==> src/rtl/day_select.sv <==
// rtl/day_select.sv - day-of-week register with debounced SET/UP/DOWN editing and blink control

// Button conditioner: 2-flop synchronizer, stability counter, rising-edge press pulse
module day_select_debounce #(
   parameter logic [15:0] DEBOUNCE_CYCLES = 16'd50000
) (
   input  logic clk,
   input  logic rst_n,
   input  logic i_btn,
   output logic o_press
);

   logic        r_sync1;
   logic        r_sync2;
   logic        r_level;
   logic        r_level_d;
   logic [15:0] r_cnt;

   // Two-stage synchronizer for the asynchronous raw button
   always_ff @(posedge clk or negedge rst_n) begin
      if (!rst_n) begin
         r_sync1 <= 1'b0;
         r_sync2 <= 1'b0;
      end else begin
         r_sync1 <= i_btn;
         r_sync2 <= r_sync1;
      end
   end

   // Debounced level follows the synchronized level only after it has held for DEBOUNCE_CYCLES samples
   always_ff @(posedge clk or negedge rst_n) begin
      if (!rst_n) begin
         r_level <= 1'b0;
         r_cnt   <= 16'd0;
      end else if (r_sync2 != r_level) begin
         if (r_cnt == DEBOUNCE_CYCLES - 16'd1) begin
            r_level <= r_sync2;
            r_cnt   <= 16'd0;
         end else begin
            r_cnt <= r_cnt + 16'd1;
         end
      end else begin
         r_cnt <= 16'd0;
      end
   end

   // Delayed debounced level for edge detection
   always_ff @(posedge clk or negedge rst_n) begin
      if (!rst_n) begin
         r_level_d <= 1'b0;
      end else begin
         r_level_d <= r_level;
      end
   end

   // Only presses produce a pulse; releases are silent and holding gives a single pulse
   assign o_press = r_level & ~r_level_d;

endmodule

// Top: RUN/SET mode machine holding the 0..6 day code consumed by the segment decoder
module day_select #(
   parameter logic [15:0] DEBOUNCE_CYCLES = 16'd50000,
   parameter logic [23:0] BLINK_HALF      = 24'd5000000
) (
   input  logic       clk,
   input  logic       rst_n,
   input  logic       btn_set,
   input  logic       btn_up,
   input  logic       btn_down,
   input  logic       day_tick,
   output logic [2:0] seg,
   output logic       setting,
   output logic       blank,
   output logic       day_changed
);

   typedef enum logic {S_RUN, S_SET} state_t;

   state_t      r_state;
   logic [2:0]  r_seg;
   logic        r_setting;
   logic        r_blank;
   logic        r_day_changed;
   logic [23:0] r_blink_cnt;

   logic        w_set_p;
   logic        w_up_p;
   logic        w_down_p;
   logic        w_edit;
   logic [2:0]  w_inc;
   logic [2:0]  w_dec;
   logic [2:0]  w_edit_val;

   day_select_debounce #(.DEBOUNCE_CYCLES(DEBOUNCE_CYCLES)) u_db_set (
      .clk     (clk),
      .rst_n   (rst_n),
      .i_btn   (btn_set),
      .o_press (w_set_p)
   );

   day_select_debounce #(.DEBOUNCE_CYCLES(DEBOUNCE_CYCLES)) u_db_up (
      .clk     (clk),
      .rst_n   (rst_n),
      .i_btn   (btn_up),
      .o_press (w_up_p)
   );

   day_select_debounce #(.DEBOUNCE_CYCLES(DEBOUNCE_CYCLES)) u_db_down (
      .clk     (clk),
      .rst_n   (rst_n),
      .i_btn   (btn_down),
      .o_press (w_down_p)
   );

   // Modulo-7 neighbours of the current code; the illegal code 7 always recovers to Mon
   always_comb begin
      w_inc = (r_seg >= 3'd6) ? 3'd0 : r_seg + 3'd1;
      case (r_seg)
         3'd0:    w_dec = 3'd6;
         3'd7:    w_dec = 3'd0;
         default: w_dec = r_seg - 3'd1;
      endcase
   end

   // Simultaneous up and down cancel each other out
   assign w_edit     = w_up_p ^ w_down_p;
   assign w_edit_val = w_up_p ? w_inc : w_dec;

   // Mode machine: set press dominates, edits only in SET, midnight tick only in RUN
   always_ff @(posedge clk or negedge rst_n) begin
      if (!rst_n) begin
         r_state       <= S_RUN;
         r_seg         <= 3'd0;
         r_setting     <= 1'b0;
         r_blank       <= 1'b0;
         r_day_changed <= 1'b0;
         r_blink_cnt   <= 24'd0;
      end else begin
         r_day_changed <= 1'b0;
         case (r_state)
            S_RUN: begin
               if (day_tick) begin
                  r_seg         <= w_inc;
                  r_day_changed <= 1'b1;
               end
               if (w_set_p) begin
                  r_state     <= S_SET;
                  r_setting   <= 1'b1;
                  r_blank     <= 1'b0;
                  r_blink_cnt <= 24'd0;
               end
            end
            S_SET: begin
               if (w_set_p) begin
                  r_state     <= S_RUN;
                  r_setting   <= 1'b0;
                  r_blank     <= 1'b0;
                  r_blink_cnt <= 24'd0;
               end else if (w_edit) begin
                  // Show the freshly edited value straight away and restart the blink phase
                  r_seg         <= w_edit_val;
                  r_day_changed <= 1'b1;
                  r_blank       <= 1'b0;
                  r_blink_cnt   <= 24'd0;
               end else if (r_blink_cnt == BLINK_HALF - 24'd1) begin
                  r_blank     <= ~r_blank;
                  r_blink_cnt <= 24'd0;
               end else begin
                  r_blink_cnt <= r_blink_cnt + 24'd1;
               end
            end
            default: begin
               r_state <= S_RUN;
            end
         endcase
      end
   end

   assign seg         = r_seg;
   assign setting     = r_setting;
   assign blank       = r_blank;
   assign day_changed = r_day_changed;

endmodule

==> config.mk <==
export PLATFORM = sky130hd
export DESIGN_NAME = day_select
export DESIGN_NICKNAME = d
export VERILOG_FILES = /design/src/rtl/day_select.sv
export SDC_FILE = /design/constraint.sdc
export NUM_CORES = 1
export LEC_CHECK = 0
export CORE_UTILIZATION = 44
export DETAILED_ROUTE_END_ITERATION = 12
export SKIP_LAST_GASP = 1
export SYNTH_ARGS = -nofsm -noshare
export SYNTH_HDL_FRONTEND = slang
export SYNTH_SLANG_ARGS = --single-unit
==> constraint.sdc <==
create_clock -name clk -period 3.65 [get_ports clk]
set_input_delay 0.73 -clock clk [delete_from_list [all_inputs] [get_ports clk]]
set_output_delay 0.73 -clock clk [all_outputs]
set_load 0.01 [all_outputs]
==> Word level (Yosys, flattened, before mapping) <==
Cells that the tools add are included.
{ "classes": {"add_sub_neg": 6, "magnitude_cmp": 1, "eq_ne": 14, "mux": 32, "bitwise": 9, "n_reduce_logical": 7} }
{ "op_table": {"columns": ["cell", "count"], "rows": [
  ["2-to-1 mux 16 bit", 6],
  ["2-to-1 mux 24 bit", 4],
  ["adder 16 x 1 -> 16 bit (second input constant)", 3],
  ["== test 16 bit (second input constant)", 3],
  ["case mux 24 bit (2 select lines)", 1],
  ["adder 24 x 1 -> 24 bit (second input constant)", 1],
  ["== test 24 x 23 -> 1 bit (second input constant)", 1],
  ["2-to-1 mux 3 bit", 5],
  ["case mux 3 bit (2 select lines)", 2],
  ["2-to-1 mux 1 bit", 10],
  ["AND reduction 2 bit", 5],
  ["case mux 1 bit (2 select lines)", 4],
  ["inequality test 2 x 1 -> 1 bit (second input constant)", 3],
  ["NOT 1 bit", 5],
  ["inequality test 2 bit (second input constant)", 2],
  ["inequality test 4 x 1 -> 1 bit (second input constant)", 1],
  ["adder 3 x 1 -> 3 bit (second input constant)", 1],
  ["bitwise AND 1 bit", 3],
  ["== test 3 bit (second input constant)", 1],
  ["greater-or-equal comparator 3 bit (second input constant)", 1],
  ["zero test 3 bit", 1],
  ["inequality test 1 bit", 3],
  ["AND reduction 3 bit", 1],
  ["subtractor 3 x 1 -> 3 bit (second input constant)", 1],
  ["bitwise XOR 1 bit", 1]
]} }
{ "word_totals": {"regBits": 91, "output_inout_bits": 6, "elab_cells": 90} }

==> Longest topological paths before layout <==
{ "logic_depth": {"word_depth": 6, "ltp_mapped": 8, "depth_no_buf": 7} }

==> Cells and area by module <==
A second synthesis with hierarchy kept.
{ "hier_totals": {"cells_unflattened": 462, "area_unflattened_um2": 4762.1} }
{ "modules_own_cells": {"columns": ["mod", "instances", "cells_per_inst", "area_per_inst_um2", "seq_area_each_um2"], "rows": [
  ["day_select_debounce", 3, 85, 968.4, 500.5],
  ["day_select", 1, 207, 1856.8, 775.7]
]} }

==> Worst setup path before layout <==
Ideal clock, no wire load.
{ "synth_path": {"path_type": "register to register", "start": "register r_state", "end": "register r_blink_cnt[19]", "setup_time_ns": 0.118, "arrival_ns": 2.201, "t_required_ns": 3.532, "slack_ns": 1.330, "stages_incl_launch_ff": 9, "n_path_buf": 1, "synth_period_minus_slack_ns": 2.320, "path_cell_list": "dfrtp_1 > clkbuf_1 > inv_1 > ha_1 > nand4b_1 > nor4_1 > nand4_1 > xor2_1 > nor2_1"} }
{ "synth_via": {"elab_chain_len": 2, "elab_cells_between_ends": 3, "classes_between": "eq/ne (1); mux (1); bitwise (1)"} }
{ "synth_lines": {"columns": ["element", "line", "rtl"], "rows": [
  ["start, declared", "80", "state_t r_state;"],
  ["start signal, assigned", "133", "r_state <= S_RUN;"],
  ["start signal, assigned", "148", "r_state <= S_SET;"],
  ["start signal, assigned", "156", "r_state <= S_RUN;"],
  ["NOT 1 bit", null, null],
  ["case mux 24 bit (2 select lines) or inequality test 2 x 1 -> 1 bit (tied branches)", null, null],
  ["end signal, assigned", "170", "r_blink_cnt <= r_blink_cnt + 24'd1;"],
  ["end, declared", "85", "logic [23:0] r_blink_cnt;"]
]} }
Parallel ways exist; a longest one is shown, timed or not.
A chain may end at the register's enable or synchronous reset.

==> Worst setup path after layout <==
{ "layout_path": {"start": "register r_state", "end": "register r_blink_cnt[20]"} }
Same word-level chain as after synthesis.

==> summary.txt <==
Status
  – Status: completed

Worst setup path
  – Crit path launch type: flop
  – Critical path class: reg2reg
  – Worst reg2reg endpoint: r_blink_cnt[20]
  – CP Max Fanout: 14
  – Arr. time, crit path: 2650 ps
  – Worst setup EP type: flop
  – R2r startpoint: r_state
  – R2R Setup Slk: 1240 ps
  – R2R cell count: 7
  – Required @ worst endpoint: 3890 ps

Drt
  – Antenna viol nets, final: 0
  – 1st-iter DRT viols: 78
  – Wire per inst: 12.6 um
  – # DRC: 0
  – TritonRoute pass-1 iters: 4
  – Total Wirelength: 7410 um
  – DR vias: 2973
  – Vias per cell: 5.06

Timing
  – Final Max Slew Viols: 0
  – Minimum clock period: 2410 ps
  – Hold Vio Cnt, Final: 0
  – Worst Tran Pin Value: 633 ps
  – Slew Limit Headroom: 57.8%
  – Final Setup Violations: 0
  – Final period util: 66.0%
  – Highest Clock Rate: 415 MHz
  – Unrepaired setup endpoints after global routing: false
  – Clk_skew: 8.62 ps
  – Setup Total Neg Slack: 0 ps

Final layout
  – Final std cells w/o fill: 587
  – Core Util, Final: 51.2%
  – Syn-to-layout area delta: 10.9%
  – Commonest non-fill, non-tap cell in the layout: nor2_1
  – Nets@finish: 470
  – Layout cells sized above 1: 6.99%
  – Antenna fix cells: 0
  – Filler Cell Count: 886
  – Commonest non-fill, non-tap cells in the layout: nor2_1 (95), dfrtp_1 (91), xor2_1 (42)

Yosys
  – Post-synth ARST share: 100%
  – Avg Cell Area, Syn: 9.98 um2
  – Simple-gate share of the synthesized area: 24.2%
  – Mapped Cells: 436
  – Post-synth EDFFs: 0
  – Largest family of logic cells by synthesized area: simple AND/OR/NAND/NOR gates
  – Syn Nets: 453
  – Synth warn: 0
  – Compound-gate portion of the synthesized area: 3.22%
  – Synth Flop Type: dfrtp_1
  – Mux share of post-synthesis cell area: 1.27%
  – Post-synthesis register bit count: 91
  – Post-Synth XOR/XNOR Area: 13.5%
  – Adder-cell area share of the yosys netlist: 3.16%
  – Post-Syn Area: 4350 um2
  – Number of distinct library cells after synthesis: 42
  – Post-synthesis sequential area ratio: 52.3%

Place
  – Buffers on Ports: 11
  – Inst Count DP: 571
  – Detail Placement HPWL: 5160 um
  – Placer Congestion: 0.798

Global route
  – Global Route Usage Sum: 16.9%
  – Largest net degree at the start of global routing: 53
  – Vias in the first global route: 3027
  – Initial antenna violation count: 0
  – Grt ovf: 0
  – First-pass GRT wire length: 13500 um

CTS
  – CTS Sinks: 91
  – Total CTS buffers: 9
  – Clock transition at path regs: 90 ps
  – CTS resizes: 0
  – CTS tree: yes
  – Cts hold-fix bufs: 0
  – Post-CTS Repair Setup Buffers: 0
  – Clock latency on the worst-skew pair: 370 ps
  – Clock Tree Buf Depth: 2
  – H-tree Lvls: 3
  – Root Buffer: clkbuf_8

Power
  – Leakage Power: 2.11 nW
  – VDD IR max: 0.000187 V
  – P per Cell Area: 425 nW/um2

Floorplanning
  – Initial Util: 46.2%
  – Core ar.: 9420 um2
  – Chip height: 101 um
  – Die ar.: 10300 um2
  – Row count: 35
  – Num ports: 12
  – Die X: 101 um

Min path
  – Worst Hold Class: in2async

Job
  – Max Cap Viol: 0
-- routing by layer --
layer	up-vias	part of all wire [%]	track usage (%)	wire, um
met5	-	0	0	0
met4	0	1.3	5.02	96
met3	9	3.0	5.59	219
met2	27	46	27.7	3430
met1	1436	49	21.5	3660
li1	1501	-	-	-
-- where the power goes --
part           internal, mW  switching (mW)
Sequential             1.04          0.0388
Combinational         0.109           0.108
Clock                 0.391           0.365
-- kinds of logic (layout without fill, tap and decap cells) --
logic type,count (synthesis),after routing
AO/OA/AOI/OAI,19,19
buffers and inverters,23,45
AND/OR/NAND/NOR,220,220
flip-flops,91,91
adder cells (fa/ha/maj),11,11
multiplexers,5,5
XOR/XNOR,67,67
-- worst max-delay path by stage --
| stage | endpoint | from | slack, ps |
|---|---|---|---|
| after floorplan | r_blink_cnt[19] | r_state | 1330 |
| after global placement | blank | r_blink_cnt[21] | 1300 |
| after detailed placement | r_blink_cnt[16] | r_state | 1260 |
| after CTS | r_blink_cnt[20] | r_state | 1240 |
| after global routing | r_blink_cnt[20] | r_state | 1050 |
| final | r_blink_cnt[20] | r_state | 1240 |
-- synth_stat cells (5+ instances only) --
| cell | count | share of area, % |
|---|---|---|
| and3_1 | 5 | 0.72 |
| clkbuf_1 | 5 | 0.43 |
| dfrtp_1 | 91 | 52 |
| ha_1 | 11 | 3.2 |
| inv_1 | 14 | 1.2 |
| nand2_1 | 38 | 3.3 |
| nand2b_1 | 5 | 0.72 |
| nand3_1 | 20 | 2.3 |
| nand4_1 | 18 | 2.6 |
| nor2_1 | 95 | 8.2 |
| nor3_1 | 9 | 1.0 |
| or4_1 | 5 | 0.86 |
| xnor2_1 | 25 | 5.0 |
| xor2_1 | 42 | 8.5 |
-- critical path, cell delays in order, from the launching register on --
cell and delay [ps]:
dfrtp_1 610, inv_1 90, ha_1 350, nand4b_1 270
or4_1 530, nor3_1 250, xnor2_1 150, nor2_1 50
-- state kept, by name (all words and copies together), names as in the netlist --
register             flops
day_changed              1
u_db_down.r_level        1
r_blink_cnt             24
r_state                  1
u_db_down.r_sync1        1
u_db_up.r_sync1          1
u_db_set.r_sync1         1
u_db_set.r_level_d       1
u_db_up.r_level          1
u_db_up.r_level_d        1
setting                  1
u_db_down.r_cnt         16
blank                    1
u_db_down.r_level_d      1
u_db_up.r_cnt           16
seg                      3
u_db_up.r_sync2          1
u_db_set.r_level         1
u_db_set.r_cnt          16
u_db_down.r_sync2        1
u_db_set.r_sync2         1
-- final cells by class --
cell class                      instances  area [um2]  area share (%)
Sequential cell                        91        2280            47.2
Multi-Input combinational cell        322        1970            40.9
Tap cell                              129         161            3.35
Timing Repair Buffer                   15         138            2.85
Clock buffer                            9         124            2.57
Clock inverter                          7         100            2.07
Inverter                               14        52.6            1.09
-- stage by stage --
stage | setup WS, ps | power, mW | hold slack (ps) | instance area, um2
2_1_floorplan | 1330 | 1.22 | 331 | 4350
3_3_place_gp | 1300 | 1.31 | 333 | 4600
3_5_place_dp | 1260 | 1.31 | 343 | 4600
4_1_cts | 1240 | 2.09 | 366 | 4820
5_1_grt | 1050 | 2.17 | 370 | 4820
6_report | 1240 | 2.05 | 359 | 4820
Power figures use the tool's default switching activity.
==> RTL edit: new RTL, config.mk and constraints unchanged <==
Put one more register stage on the output `seg`, with the module's reset. The value now appears one clock later. The other outputs are not delayed to match.
--- a/src/rtl/day_select.sv
+++ b/src/rtl/day_select.sv
@@ -179,3 +179,9 @@
 
-   assign seg         = r_seg;
+   always_ff @(posedge clk or negedge rst_n) begin
+      if (!rst_n) begin
+         seg <= '0;
+      end else begin
+         seg <= r_seg;
+      end
+   end
    assign setting     = r_setting;
Function: changed (a bounded check fails within 4 cycles, from zero or initial values and one cycle with rst_n low).
==> RTL edit against the original RTL <==
Design area grew 5.1%; global-route usage grew 0.083 points; via count rose by 11%; setup slack gained 220 ps; sequential cell count up 3; critical path type unchanged; critical endpoint is now r_blink_cnt[6]$_DFFE_PN0P_; synthesized area up 7.1%; wire length is 15% higher; power shrank 2.8%.
==> RTL edit: results <==
[status]
status = "finished, final reports clean"

[layout]
drive_above_1_share = 0.0697
n_antenna_cell = 0
nets = 500

[synth]
synthXorXnorAreaFrac = 0.103
synth_compound_gate_area_share = 0.0574
synth_mux_area_frac = 0.0223
netlist_top_cells_area = "dfrtp_1 50%, nor2_1 6.4%, xor2_1 5.4%"
synth-main-ff-cell = "dfrtp_1"
synth_nets = 487
synth_seq_area_share = 0.505
synth_common_cells = "94 x dfrtp_1, 79 x nor2_1, 36 x nand2_1"
synth_fa_ha_area_frac = 0.0295
synth_cell_types = 54
syn_inst = 470

[placement]
dp.cells = 608
gp_congestion = 0.780
place_hpwl_um = 5800

[global_routing]
track_usage = 0.170
grt_pass1_wl_um = 14800
grt_max_degree = 50
grt_pass1_vias = 3114

[sta]
tightest_slew_ps = 773

[critical_path]
arrival_ps = 2460
path_max_fanout = 16

[clock_network]
ctsHtreeMaxLevel = 3

[routing]
drtIter0Drc = 125
wl_per_cell_um = 13.6
num_vias = 3290
vias_per_cell = 5.27

[power]
ir_worst_vdd_mv = 0.225
leakage_nw = 2.17
## RTL edit: changes by cell type after synthesis, sizes merged, moves of 6 or more
cell	delta
and3	+12
mux2i	+6
nand3	+14
nor2	-15
o21ai	+14
xor2	-13
## RTL edit: power breakdown
| part | switching, mW | total, mW | internal (mW) |
|---|---|---|---|
| Combinational | 0.122 | 0.233 | 0.111 |
| Sequential | 0.0354 | 1.12 | 1.08 |
| Clock | 0.385 | 0.637 | 0.253 |
## RTL edit: layout make-up
| class | count | area [µm²] |
|---|---|---|
| Clock buffer | 10 | 128 |
| Clock inverter | 6 | 46.3 |
| Fill cell | 995 | 5210 |
| Inverter | 17 | 63.8 |
| Multi-Input combinational cell | 347 | 2180 |
| Sequential cell | 94 | 2350 |
| Tap cell | 136 | 170 |
| Timing Repair Buffer | 14 | 130 |
## RTL edit: stage by stage
step / total power [mW] / area [µm²] / worst slack, ps
after global routing: 2.09 / 5070 / 1250
after floorplan: 1.28 / 4660 / 1730
after detailed placement: 1.38 / 4900 / 1340
after CTS: 2.03 / 5070 / 1480
final: 1.99 / 5070 / 1460
after global placement: 1.37 / 4900 / 1400
## RTL edit: path summary, 6_finish.rpt
| check | start | to | slack [ps] | depth (start not counted) |
|---|---|---|---|---|
| max in group asynchronous | rst_n | u_db_set.r_cnt[12]$_DFF_PN0_ | 2500 | 2 |
| worst min-delay path | u_db_set.r_sync1$_DFF_PN0_ | u_db_set.r_sync2$_DFF_PN0_ | 350 | 0 |
| min in group asynchronous | rst_n | r_blink_cnt[20]$_DFFE_PN0P_ | 380 | 1 |
| worst max-delay path | r_state$_DFF_PN0_ | r_blink_cnt[6]$_DFFE_PN0P_ | 1460 | 5 |
| worst min register to register | u_db_set.r_sync1$_DFF_PN0_ | u_db_set.r_sync2$_DFF_PN0_ | 350 | 0 |
| worst max register to register | r_state$_DFF_PN0_ | r_blink_cnt[6]$_DFFE_PN0P_ | 1460 | 5 |
## RTL edit: logic make-up after synthesis
group	after synthesis
AND/OR/NAND/NOR	232
flip-flops	94
XOR/XNOR	55
AO/OA/AOI/OAI	39
buffers and inverters	29
adder cells (fa/ha/maj)	11
multiplexers	10
## RTL edit: routing by layer
layer	vias to the layer above	part of all wire	GRT usage
li1	1640	-	-
met1	1595	0.51	0.236
met2	44	0.45	0.261
met3	11	0.030	0.0268
met4	0	0.017	0.0815
met5	-	0	0
## RTL edit: worst max-delay path, cell delays in order (launching register included)
cell     delay (ps)
dfrtp_1         500
inv_1           100
ha_1            400
nor3_2          690
nand2_1         180
o31ai_1         220
